**src/rtl/tau_to_freq_module.sv**
```systemverilog
// YIN pitch path: converts a detected lag into fixed-point frequency
// (FS << FRAC_BITS) / tau using a one-bit-per-clock restoring divider.
module tau_to_freq_module #(
  parameter int FS         = 2000,
  parameter int MAX_TAU    = 40,
  parameter int TAU_WIDTH  = 8,
  parameter int FRAC_BITS  = 4,
  parameter int FREQ_WIDTH = 16
) (
  input  logic                  clk,
  input  logic                  reset,
  input  logic                  tau_ready,
  input  logic [TAU_WIDTH-1:0]  min_tau,
  output logic [FREQ_WIDTH-1:0] freq,
  output logic                  freq_valid,
  output logic                  no_pitch,
  output logic                  busy,
  output logic                  overrun
);

  localparam int CW = $clog2(FREQ_WIDTH);

  localparam logic [FREQ_WIDTH-1:0] DIVIDEND =
    FREQ_WIDTH'(FS << FRAC_BITS);

  localparam logic [TAU_WIDTH-1:0] TAU_MAX =
    TAU_WIDTH'(MAX_TAU);

  localparam logic [CW-1:0] CNT_TOP =
    CW'(FREQ_WIDTH - 1);

  typedef enum logic [1:0] {
    IDLE,
    DIV,
    DONE
  } state_t;

  state_t                state;
  logic                  ready_d;
  logic                  request;
  logic                  tau_bad;
  logic [FREQ_WIDTH-1:0] dividend;
  logic [TAU_WIDTH-1:0]  divisor;
  logic [TAU_WIDTH-1:0]  rem;
  logic [FREQ_WIDTH-1:0] quot;
  logic [CW-1:0]         count;

  logic [TAU_WIDTH:0]    r_shift;
  logic                  q_bit;
  logic [FREQ_WIDTH-1:0] q_next;

  assign request = tau_ready & ~ready_d;
  assign tau_bad = (min_tau == '0) || (min_tau > TAU_MAX);

  // remainder stays below divisor, so TAU_WIDTH bits hold it between steps
  always_comb begin
    r_shift = {rem, dividend[count]};
    q_bit   = (r_shift >= {1'b0, divisor});
    q_next  = quot;
    q_next[count] = q_bit;
  end

  always_ff @(posedge clk) begin
    if (!reset) begin
      state      <= IDLE;
      ready_d    <= 1'b0;
      freq       <= '0;
      freq_valid <= 1'b0;
      no_pitch   <= 1'b0;
      busy       <= 1'b0;
      overrun    <= 1'b0;
      dividend   <= '0;
      divisor    <= '0;
      rem        <= '0;
      quot       <= '0;
      count      <= '0;
    end else begin
      ready_d    <= tau_ready;
      freq_valid <= 1'b0;
      unique case (state)
        IDLE: begin
          if (request) begin
            busy <= 1'b1;
            if (tau_bad) begin
              state      <= DONE;
              freq       <= '0;
              no_pitch   <= 1'b1;
              freq_valid <= 1'b1;
            end else begin
              state    <= DIV;
              dividend <= DIVIDEND;
              divisor  <= min_tau;
              rem      <= '0;
              quot     <= '0;
              count    <= CNT_TOP;
            end
          end
        end
        DIV: begin
          if (request) overrun <= 1'b1;
          if (q_bit)
            rem <= TAU_WIDTH'(r_shift - {1'b0, divisor});
          else
            rem <= r_shift[TAU_WIDTH-1:0];
          quot  <= q_next;
          count <= count - 1'b1;
          if (count == '0) begin
            state      <= DONE;
            freq       <= q_next;
            no_pitch   <= 1'b0;
            freq_valid <= 1'b1;
          end
        end
        DONE: begin
          if (request) overrun <= 1'b1;
          state <= IDLE;
          busy  <= 1'b0;
        end
        default: begin
          state <= IDLE;
          busy  <= 1'b0;
        end
      endcase
    end
  end

endmodule
```
**config.mk**
```make
export PLATFORM = sky130hd
export DESIGN_NAME = tau_to_freq_module
export DESIGN_NICKNAME = d
export VERILOG_FILES = /design/src/rtl/tau_to_freq_module.sv
export SDC_FILE = /design/constraint.sdc
export NUM_CORES = 1
export LEC_CHECK = 0
export BUFFER_PORTS_ARGS = -buffer_cell sky130_fd_sc_hd__buf_2
export CAP_MARGIN = 15
export CORE_AREA = 3 3 90 92
export DETAILED_ROUTE_END_ITERATION = 8
export DIE_AREA = 0 0 93 95
export GPL_TIMING_DRIVEN = 0
export PLACE_DENSITY = 0.62
export REMOVE_ABC_BUFFERS = 1
export SLEW_MARGIN = 20
export SYNTH_ARGS = -nofsm -noshare
export SYNTH_HDL_FRONTEND = slang
export SYNTH_SLANG_ARGS = --single-unit
```
**constraint.sdc**
```tcl
create_clock -name clk -period 7 [get_ports clk]
set_input_delay 1.05 -clock clk [delete_from_list [all_inputs] [get_ports clk]]
set_output_delay 1.05 -clock clk [all_outputs]
set_load 0.02 [all_outputs]
```
**Word-level counts from Yosys, hierarchy flattened**

Index checks and enable logic that the tools add are counted.

- Add/sub/neg operators: 2
- Order comparisons: 4
- Equal/unequal tests: 6
- Multiplexer cells: 33
- Bitwise gates (word level): 4
- Reductions and logical operators: 13

Operator list:

| cell | number |
|---|---|
| 2-to-1 mux 16 bit | 5 |
| case mux 16 bit (2 select lines) | 2 |
| 2-to-1 mux 8 bit | 3 |
| bitwise mux 16 bit | 1 |
| case mux 8 bit (2 select lines) | 1 |
| greater-or-equal comparator 9 x 8 -> 1 bit | 1 |
| 2-to-1 mux 1 bit | 9 |
| greater-than comparator 8 x 6 -> 1 bit, second input constant | 1 |
| logical NOT 8 bit | 1 |
| 2-to-1 mux 4 bit | 2 |
| != test 2 bit, second input constant | 4 |
| case mux 4 bit (2 select lines) | 1 |
| subtractor 8 bit | 1 |
| 2-to-1 mux 2 bit | 3 |
| case mux 1 bit (2 select lines) | 3 |
| AND reduction 2 bit | 3 |
| AND reduction 3 bit | 2 |
| less-than comparator 4 x 5 -> 1 bit, second input constant | 1 |
| binary-select mux 1 bit (select 4 bit) | 1 |
| demux 1 bit (select 4 bit) | 1 |
| greater-or-equal comparator 4 x 1 -> 1 bit, second input constant | 1 |
| logical NOT 4 bit | 1 |
| case mux 2 bit (2 select lines) | 1 |
| AND reduction 4 bit | 1 |
| other kinds (10) | 12 |

- Register bits: 60
- Input port bits: 11
- Word-level logic and storage cells: 74

**Longest topological paths before layout**

Gate-level depths: netlist (run 1).

- Word-level depth: 7
- Gate-level depth with buffers: 12
- Depth with buffers taken out: 11

**Worst setup path after synthesis (run 1)**

Ideal clock, no wire load.

- Path type: input port to flip-flop
- From: input min_tau[3]
- To: register freq[10]
- Library setup time: 0.117 ns
- Arrival: 2.398 ns
- Data required time: 6.883 ns
- Path slack: 4.485 ns
- Stages: 8
- Buffers on the path: 2
- Path through: nor3_1 a211oi_2 a21o_1 nand2b_4 and2_1 buf_4 buf_6 a22o_1

- Cells in the longest elaborated chain, start to end: 4
- Elaborated cells on any way between the ends: 5
- Those cells by class: order compare: 1; eq/ne: 1; reduce/logical: 3

RTL lines:

| element | RTL line | text |
|---|---|---|
| start: declaration | 13 | `input logic [TAU_WIDTH-1:0] min_tau,` |
| greater-than comparator 8 x 6 -> 1 bit or logical NOT 8 bit (tied branches) | 53 | `assign tau_bad = (min_tau == '0) \|\| (min_tau > TAU_MAX);` |
| logical OR 1 bit (*) | 53 |  |
| != test 2 bit (no source line) (*) | -- |  |
| AND reduction 4 bit (no source line) (*) | -- |  |
| end signal: assignment | 109 | `freq <= q_next;` |
| end: declaration | 14 | `output logic [FREQ_WIDTH-1:0] freq,` |

Every way passes the cells marked *; elsewhere a longest branch is shown, timed or not.
A chain may end at the register's enable or synchronous reset.

**Final worst setup path (run 1)**

- From: register count[2]
- To: register quot[13]

- Cells in the longest elaborated chain, start to end: 6
- Elaborated cells on any way between the ends: 10
- Those cells by class: order compare: 3; mux: 6; reduce/logical: 1

RTL lines:

| element | RTL line | text |
|---|---|---|
| start: declaration | 46 | `logic [CW-1:0] count;` |
| start signal: assignment | 106 | `count <= count - 1'b1;` |
| branches (longest 4 deep; another with greater-or-equal comparator 9 x 8 -> 1 bit) | -- |  |
| bitwise mux 16 bit (*) | 60 | `q_next[count] = q_bit;` |
| case mux 16 bit (2 select lines) (*) | 80 | `unique case (state)` |
| end signal: assignment | 105 | `quot <= q_next;` |
| end: declaration | 45 | `logic [FREQ_WIDTH-1:0] quot;` |

Every way passes the cells marked *. The select of a mux whose other input is x is not followed.

==> flow_summary.rst, run 1 <==
.. list-table::
   :header-rows: 1

   * - Metric
     - Value
   * - Share of async-settable or async-resettable flops after synthesis
     - 0
   * - Maximum fanout along the worst path
     - 15
   * - Count of state elements after synthesis
     - 59
   * - Top achievable clock speed
     - approximately 0.34 GHz
   * - Arrival time at the worst endpoint
     - 3.20 ns
   * - Number of cells upsized or downsized after cts
     - 0
   * - Largest net degree at the start of global routing
     - 19
   * - Final wirelength
     - roughly 6000 um
   * - Clock transition time at the flip-flop clock pins of the worst setup and hold paths
     - 0.07 ns
   * - Post-synthesis instance area
     - 2950 um2
   * - Kind of start point of the critical path
     - register
   * - Area overhead of the layout relative to synthesis
     - 14.6%
   * - Remaining antenna violation count
     - 0
   * - Setup total negative slack
     - 0 ns
   * - Number of standard cells in the final layout excluding fillers
     - 474
   * - Netlist cell types
     - 50
   * - Most used DFF post-synth
     - sky130_fd_sc_hd__dfxtp_1
   * - Length of routed met3 wiring
     - 284 um
   * - Die boundary height
     - 95 um
   * - Final design area excluding fillers
     - 3380 um2
   * - Sequential fraction of the synthesis area
     - 0.401
   * - RD Place Congestion
     - slightly above 0.8
   * - Crit path max-delay cell type
     - sky130_fd_sc_hd__a211oi_4
   * - Via count of the first global-routing pass
     - around 2200
   * - GRT overflow
     - 0
   * - Slack of the worst reg-to-reg path
     - just over 4 ns
   * - Endpoints failing hold
     - 0
   * - Min Tclk post-route
     - just under 3 ns
   * - Die footprint
     - a little under 9000 um2
   * - Setup violators final
     - 0
   * - Power per Cell Area
     - between 200 and 250 nW/um2
   * - Crit path buf inv count
     - 2
   * - Wl on met1
     - 2910 um
   * - Hold Crit Class
     - register to register
   * - Kind of cell with the highest combined delay on the critical path
     - compound AO/OA/AOI/OAI gates
   * - Antenna violations before repair
     - 0
   * - # DRC
     - 0
   * - Initial standard-cell utilization of the core
     - 0.404
   * - Number of synthesized flops with an enable pin
     - 0
   * - Die span in x
     - 93 um
   * - Type of destination of the critical path
     - register
   * - Outcome
     - completed
   * - Amount of wire on met2 after detailed routing
     - 2780 um
   * - First drt pass iteration count
     - 4
   * - Largest stage delay on the critical path
     - 0.65 ns
   * - Overall routing resource usage
     - 0.147
   * - First-pass GRT wire length
     - around 10000 um
   * - Highest Signal Layer
     - met4
   * - RSZ-0062 raised after global routing
     - no
   * - Post-Syn Instances
     - 343
   * - Core box area
     - 7290 um2
   * - Max Cap Violations
     - 0
   * - Count of pins over their slew limit
     - 0
   * - Number of buffers between clock root and the deepest sink
     - 2
   * - Post-CTS Setup Inserts
     - 0
   * - CTS buffer count
     - 9
   * - Number of vias in the routed layout
     - ~2400
   * - # placed instances
     - 459
   * - Final #Nets
     - 398
   * - Slew margin rel.
     - 0.284
   * - Clock tree from TritonCTS
     - yes
   * - Mean instance size in the synthesized netlist
     - 8.59 um2
   * - Row Count
     - 31
   * - H-tree depth reported by CTS
     - 3
   * - Critical Setup Path Class
     - register to register
   * - Routed vias/inst
     - just over 5
   * - Number of antenna diodes
     - 0
   * - Leakage power of the design
     - 1.30 nW
   * - Yosys warning count
     - 0
   * - Actual slew at the worst max-slew pin
     - approximately 1.1 ns
   * - Number of clock sinks
     - 59
   * - Port Buffer Count
     - 30
   * - Detailed-placement wirelength estimate
     - around 4300 um
   * - Initial DRC Count
     - between 60 and 70
   * - Period utilisation layout
     - 0.426
   * - Area of placed instances
     - around 3200 um2
   * - Worst ir drop on vdd
     - 0.120 mV
   * - Clock Latency Late Sink
     - 0.34 ns
   * - Worst clock skew on the final layout
     - 0.00974 ns
   * - Post-DR wirelength/cell
     - 12.7 um
   * - Io pins
     - 31
   * - Worst Path Required
     - 7.22 ns
   * - Cell chosen for the clock root
     - sky130_fd_sc_hd__clkbuf_8
   * - Ordered cell list for the critical path
     - xor2_1 -> o211ai_1 -> ha_1 -> inv_1 -> a21oi_1 -> o21ai_1 -> a211oi_4 -> buf_8 -> nand2b_2 -> o22ai_1
   * - Fraction of layout cells with a size suffix above 1
     - 0.155
   * - Hold buffer count at cts
     - 0
## Yosys cell counts, drive strengths merged (3+ instances only)
library cell,instances,area [um2]
a21o,4,30.0
nor2,18,77.6
xor2,6,52.6
dfxtp,59,1180
inv,31,116
nand2,41,154
a22o,16,140
buf,10,70.1
mux2i,13,130
nor3,6,30.0
nand3,9,45.0
o21ai,29,145
ha,15,188
clkbuf,5,20.0
a21oi,31,166
nor2b,4,25.0
o22ai,15,93.8
nand2b,3,28.8
a211oi,4,47.5
## tightest hold or removal path: cells and delay by family, from the launching register on
family | cells | cell delay [ns]
buffers and inverters | 1 | 0.05
AO/OA/AOI/OAI | 1 | 0.05
flip-flops | 1 | 0.30
## power breakdown
group	internal (mW)	leakage [nW]	total [mW]	switching, mW
Sequential	0.343	0.477	0.351	0.00830
Clock	0.207	0.108	0.343	0.136
Combinational	0.0349	0.714	0.0914	0.0565
Total	0.585	1.30	0.786	0.201
## path summary, 6_finish.rpt
kind,startpoint,to,depth (start not counted)
setup / recovery,count[2]$_SDFFE_PN0P_,quot[13]$_SDFFE_PN0P_,10
hold / removal,no_pitch$_SDFFE_PN0P_,no_pitch$_SDFFE_PN0P_,2
setup reg to reg,count[2]$_SDFFE_PN0P_,quot[13]$_SDFFE_PN0P_,10
hold reg to reg,no_pitch$_SDFFE_PN0P_,no_pitch$_SDFFE_PN0P_,2
## cells in the final DEF (no fill, tap or decap), drive strengths merged, types with 3 or more instances in the layout
cell,netlist,final
o22ai,15,15
o21ai,29,29
clkbuf,5,10
nand2b,3,3
xor2,6,6
a211oi,4,4
nand3,9,9
buf,10,32
a21o,4,4
nand2,41,41
a22o,16,16
ha,15,15
nor2,18,18
a21oi,31,31
nor3,6,6
inv,31,31
mux2i,13,13
nor2b,4,4
clkinv,1,3
dfxtp,59,59
## layer usage
| layer | vias to the layer above | GRT usage |
|---|---|---|
| li1 | 1257 | - |
| met5 | - | 0 |
| met4 | 0 | 0.0476 |
| met2 | 47 | 0.239 |
| met1 | 1085 | 0.184 |
| met3 | 6 | 0.0494 |
## cells by family (layout without fill, tap and decap cells)
family	count (synthesis)	count (layout)	share of synthesized area
AOI/OAI and AO/OA	113	113	0.254
and+or+nand+nor	87	87	0.136
DFF	59	59	0.401
buffers and inverters	47	79	0.0713
adders and majority gates	16	16	0.0705
muxes	13	13	0.0441
xor gates and xnor gates	8	8	0.0238
## per-stage QoR
stage | util | hold WS [ns] | setup WS [ns] | power [mW]
2_1_floorplan | - | 0.429 | 4.33 | 0.423
3_3_place_gp | 0.429 | 0.435 | 3.62 | 0.447
3_5_place_dp | 0.434 | 0.437 | 3.89 | 0.450
4_1_cts | 0.463 | 0.446 | 4.00 | 0.795
5_1_grt | 0.463 | 0.476 | 3.72 | 0.818
6_report | 0.463 | 0.442 | 4.02 | 0.786
## cell type report
cell class,count,area [um2]
fill,767,3910
multi-input combinational,237,1560
sequential,59,1180
timing repair buffer,32,180
clock buffer,10,138
tap,99,124
inverter,32,120
clock inverter,5,77.6
## flip-flops by register name, indices dropped and copies added (netlist names)
name and flops:
freq 16, quot 15, divisor 8, rem 8
count 4, state 2, busy 1, dividend 1
freq_valid 1, no_pitch 1, overrun 1, ready_d 1
No activity file was read; power rests on OpenSTA's default activity.
==> inputs of run 2 (changes only) <==
--- a/config.mk
+++ b/config.mk
@@ -5,13 +5,14 @@
 export SDC_FILE = /design/constraint.sdc
 export NUM_CORES = 1
 export LEC_CHECK = 0
+export ABC_AREA = 1
 export BUFFER_PORTS_ARGS = -buffer_cell sky130_fd_sc_hd__buf_2
 export CAP_MARGIN = 15
-export CORE_AREA = 3 3 90 92
+export CORE_AREA = 3 3 95 97
 export DETAILED_ROUTE_END_ITERATION = 8
-export DIE_AREA = 0 0 93 95
+export DIE_AREA = 0 0 98 100
 export GPL_TIMING_DRIVEN = 0
-export PLACE_DENSITY = 0.62
+export PLACE_DENSITY = 0.63
 export REMOVE_ABC_BUFFERS = 1
 export SLEW_MARGIN = 20
 export SYNTH_ARGS = -nofsm -noshare
==> constraint.sdc (replaced) <==
create_clock -name clk -period 2.4 [get_ports clk]
set_input_delay 0.36 -clock clk [delete_from_list [all_inputs] [get_ports clk]]
set_output_delay 0.36 -clock clk [all_outputs]
set_load 0.02 [all_outputs]
==> flow_summary.rst, run 2 <==
.. list-table::
   :header-rows: 1

   * - Metric
     - Value
   * - Outcome
     - completed
   * - Worst min-delay path endpoint
     - ready_d$_SDFF_PN0_
   * - Number of buffers between clock root and the deepest sink
     - 2 (unchanged)
   * - Detailed-placement wirelength estimate
     - 4910 um (+14%)
   * - Post-synthesis instance area
     - 3250 um2 (+10%)
   * - Internal power consumption
     - 1.94 mW (+230%)
   * - Overall routing resource usage
     - 0.157 (+0.00959)
   * - Top achievable clock speed
     - 0.456 GHz (+36%)
   * - Hold path depth
     - 3 (+1)
   * - GRT overflow
     - 0 (unchanged)
   * - Count of pins over their slew limit
     - 0 (unchanged)
   * - Number of clock sinks
     - 60 (+1.7%)
   * - # placed instances
     - 579 (+26%)
   * - RSZ-0062 raised after global routing
     - no
   * - Slack of the worst reg-to-reg path
     - 0.21 ns (-3.81 ns)
   * - Met2 Usage GRT
     - 0.277 (+0.0376)
   * - Commonest cells in the synthesized netlist
     - sky130_fd_sc_hd__nand2_1, sky130_fd_sc_hd__nor2_1, sky130_fd_sc_hd__dfxtp_1
   * - Worst clock skew on the final layout
     - 0.00528 ns (-0.00446 ns)
   * - Critical Setup Path Class
     - register to register
   * - Slew margin rel.
     - 0.318 (+0.0337)
   * - Hold Crit Class
     - input port to register
   * - Worst setup slack before clock tree synthesis
     - -0.170 ns (-4.06 ns)
   * - Count of state elements after synthesis
     - 60 (+1.7%)
   * - Final wirelength
     - 7380 um (+22%)
   * - Io pins
     - 31 (unchanged)
   * - Remaining antenna violation count
     - 0 (unchanged)
   * - Sequential fraction of the synthesis area
     - 0.369 (-0.0313)
   * - Clock transition time at the flip-flop clock pins of the worst setup and hold paths
     - 0.07 ns (about the same)
   * - Clock Latency Late Sink
     - 0.33 ns (about the same)
   * - Period utilisation layout
     - 0.914 (+0.489)
   * - Area overhead of the layout relative to synthesis
     - 15.1%
   * - Number of vias in the routed layout
     - 2964 (+24%)
   * - Worst ir drop on vdd
     - 0.443 mV (+270%)
   * - H-tree depth reported by CTS
     - 3 (unchanged)
   * - Worst path setup slack after routing
     - 0.206 ns (-3.81 ns)
   * - Core box area
     - 8220 um2 (+13%)
   * - Top area cells in the synthesized netlist
     - sky130_fd_sc_hd__dfxtp_1, sky130_fd_sc_hd__nand2_1, sky130_fd_sc_hd__a21oi_1
   * - Clock power frac
     - 0.353 (-0.084)
   * - Most Crowded Layer GR
     - met2
   * - Share of Yosys cell area claimed by the top area cell type
     - 0.369 (-0.0313)
   * - NetSw
     - 886 uW (+340%)
   * - Row Count
     - 33 (+6.5%)
   * - Actual slew at the worst max-slew pin
     - 1.02 ns (-0.0477 ns)
   * - Max Cap Violations
     - 0 (unchanged)
   * - Port Buffer Count
     - 30 (unchanged)
   * - # DRC
     - 0 (unchanged)
   * - Final #Nets
     - 519 (+30%)
   * - Arrival time at the worst endpoint
     - 2.37 ns (-0.83 ns)
   * - Mean instance size in the synthesized netlist
     - 7.08 um2 (-18%)
   * - Worst Path Required
     - 2.58 ns (-4.64 ns)
   * - Setup violators final
     - 0 (unchanged)
   * - Initial standard-cell utilization of the core
     - 0.396 (-0.00849)
   * - Hold buffer count at cts
     - 0 (unchanged)
   * - Post-route worst hold slack
     - 0.233 ns (-0.209 ns)
   * - R2r worst-path depth
     - 12 (+2)
   * - Fin util
     - 0.455 (-0.00799)
   * - Dominant cell type by area after synthesis
     - sky130_fd_sc_hd__dfxtp_1
   * - Leakage power of the design
     - 1.72 nW (+33%)
   * - Post-Syn Instances
     - 459 (+34%)
   * - Number of antenna diodes
     - 0 (unchanged)
   * - Sequential cell area in the final layout
     - 1200 um2 (+1.9%)
   * - Cell chosen for the clock root
     - sky130_fd_sc_hd__clkbuf_8
   * - Die span in x
     - 98 um (+5.4%)
   * - Kind of start point of the critical path
     - register
   * - Most used DFF post-synth
     - sky130_fd_sc_hd__dfxtp_1
   * - Number of fillers in the final layout
     - 832 (+8.5%)
   * - Endpoints failing hold
     - 0 (unchanged)
   * - Netlist cell types
     - 35 (-30%)
   * - Via count of the first global-routing pass
     - 2894 (+30%)
   * - Yosys warning count
     - 0 (unchanged)
   * - Sw Ratio
     - 0.314 (+0.0576)
   * - CTS buffer count
     - 9 (unchanged)
   * - Fraction of layout cells with a size suffix above 1
     - 0.149 (-0.00577)
   * - Largest net degree at the start of global routing
     - 35 (+16)
   * - Share of async-settable or async-resettable flops after synthesis
     - 0 (unchanged)
   * - Area of placed instances
     - 3440 um2 (+8.8%)
   * - Met1 layer usage reported by global route
     - 0.182 (-0.00204)
   * - Type of destination of the critical path
     - register
   * - First-pass GRT wire length
     - 12700 um (+23%)
   * - Worst Hold Launch
     - tau_ready
   * - Most frequent standard cell in the layout excluding fill and tap cells
     - sky130_fd_sc_hd__nand2_1
   * - Die boundary height
     - 100 um (+5.3%)
   * - Final design area excluding fillers
     - 3740 um2 (+11%)
   * - Number of synthesized flops with an enable pin
     - 0 (unchanged)
   * - Number of standard cells in the final layout excluding fillers
     - 602 (+27%)
   * - Seq pwr share
     - 0.412 (-0.035)
   * - Post-DR wirelength/cell
     - 12.3 um (-3.6%)
   * - Clock tree from TritonCTS
     - yes
   * - Initial DRC Count
     - 129 (+87%)
   * - Min Tclk post-route
     - 2.19 ns (-0.785 ns)
   * - Fraction of power consumed by combinational cells
     - 0.235 (+0.119)
   * - Met3 usage
     - 0.0424 (-0.00701)
   * - RD Place Congestion
     - 0.840 (+2.0%)
   * - Leading registers by flop count
     - freq (16), quot (16)
   * - Most frequent cells in the layout
     - sky130_fd_sc_hd__nand2_1, sky130_fd_sc_hd__nor2_1, sky130_fd_sc_hd__dfxtp_1
   * - Antenna violations before repair
     - 0 (unchanged)
   * - Multi-input gate area in the final layout
     - 1800 um2 (+15%)
   * - Maximum fanout along the worst path
     - 7 (-8)
   * - Power per Cell Area
     - 755 nW/um2 (+220%)
   * - Worst R2R End
     - rem[6]$_SDFFE_PN0P_
   * - Most frequently used cell type in the post-synthesis netlist
     - sky130_fd_sc_hd__nand2_1
   * - Routed vias/inst
     - 4.92 (-2.6%)
   * - Die footprint
     - 9800 um2 (+11%)
   * - First drt pass iteration count
     - 5 (+1)
   * - FF-to-FF Start
     - count[0]$_SDFFE_PN0P_
==> run 2: how the worst max path moves through the flow <==
stage / startpoint / to / slack [ns] / cells past startpoint
floorplan: count[2]$_SDFFE_PN0P_ / freq[10]$_SDFFE_PN0P_ / 0.36 / 12
global placement: count[2]$_SDFFE_PN0P_ / freq[3]$_SDFFE_PN0P_ / -0.16 / 12
detailed placement: count[2]$_SDFFE_PN0P_ / freq[3]$_SDFFE_PN0P_ / -0.17 / 12
CTS: state[1]$_SDFFE_PN0P_ / count[1]$_SDFFE_PN0P_ / 0.06 / 8
global route: count[2]$_SDFFE_PN0P_ / rem[0]$_SDFFE_PN0P_ / 0.01 / 13
finish: count[0]$_SDFFE_PN0P_ / rem[6]$_SDFFE_PN0P_ / 0.21 / 12
==> run 2: worst max-delay path: stages (launching register included) <==
cell and delay [ns]:
sky130_fd_sc_hd__dfxtp_1 0.47, sky130_fd_sc_hd__nand3_1 0.11, sky130_fd_sc_hd__nand3_1 0.13, sky130_fd_sc_hd__ha_1 0.20
sky130_fd_sc_hd__inv_1 0.09, sky130_fd_sc_hd__fa_1 0.41, sky130_fd_sc_hd__nand3_1 0.09, sky130_fd_sc_hd__nand3_1 0.11
sky130_fd_sc_hd__nand2_1 0.10, sky130_fd_sc_hd__a21oi_1 0.06, sky130_fd_sc_hd__nand3b_1 0.15, sky130_fd_sc_hd__nand2_1 0.07
sky130_fd_sc_hd__a21oi_1 0.05
==> run 2: power by group through the flow <==
stage / Clock (mW) / Sequential, mW / Combinational, mW
4_1_cts: 1.02 / 1.16 / 0.652
3_5_place_dp: 0 / 1.18 / 0.643
3_3_place_gp: 0 / 1.18 / 0.637
2_1_floorplan: 0 / 1.24 / 0.402
6_report: 0.996 / 1.16 / 0.664
5_1_grt: 1.07 / 1.18 / 0.755
==> run 2: timing repair <==
action | CTS | global route
hold endpoints to repair | 0 | 0
gates cloned | 0 | 1
buffers inserted | 0 | 6
pin swaps | 0 | 1
setup endpoints to repair | 35 | 39
resized for setup | 3 | 4
==> run 2: layer usage <==
metal / routed length, um / share of wire
met5: 0 / 0
met4: 95 / 0.013
met3: 202 / 0.027
met2: 3590 / 0.49
met1: 3490 / 0.47
==> run 2: stage by stage <==
stage	power, mW	TNS, ns
2_1_floorplan	1.64	0
3_3_place_gp	1.82	-4.48
3_5_place_dp	1.82	-4.89
4_1_cts	2.84	0
5_1_grt	3.00	0
6_report	2.82	0
==> run 2: logic make-up (layout without fill, tap and decap cells) <==
family                   count (synthesis)  after routing  share of synthesized area
XOR/XNOR                                 4              4                     0.0108
buffers and inverters                   66            103                     0.0873
adder cells (fa/ha/maj)                 16             16                     0.0639
AND/OR/NAND/NOR                        193            194                      0.253
AO/OA/AOI/OAI                          120            120                      0.216
flip-flops                              60             60                      0.369
==> run 2: layout make-up <==
cell class	instances	share of cell area
clock buffers	12	0.0388
clock inverters	4	0.0194
inverters	51	0.0532
multi-input cells	334	0.480
flip-flops and latches	60	0.322
well taps	105	0.0351
repair buffers	36	0.0522
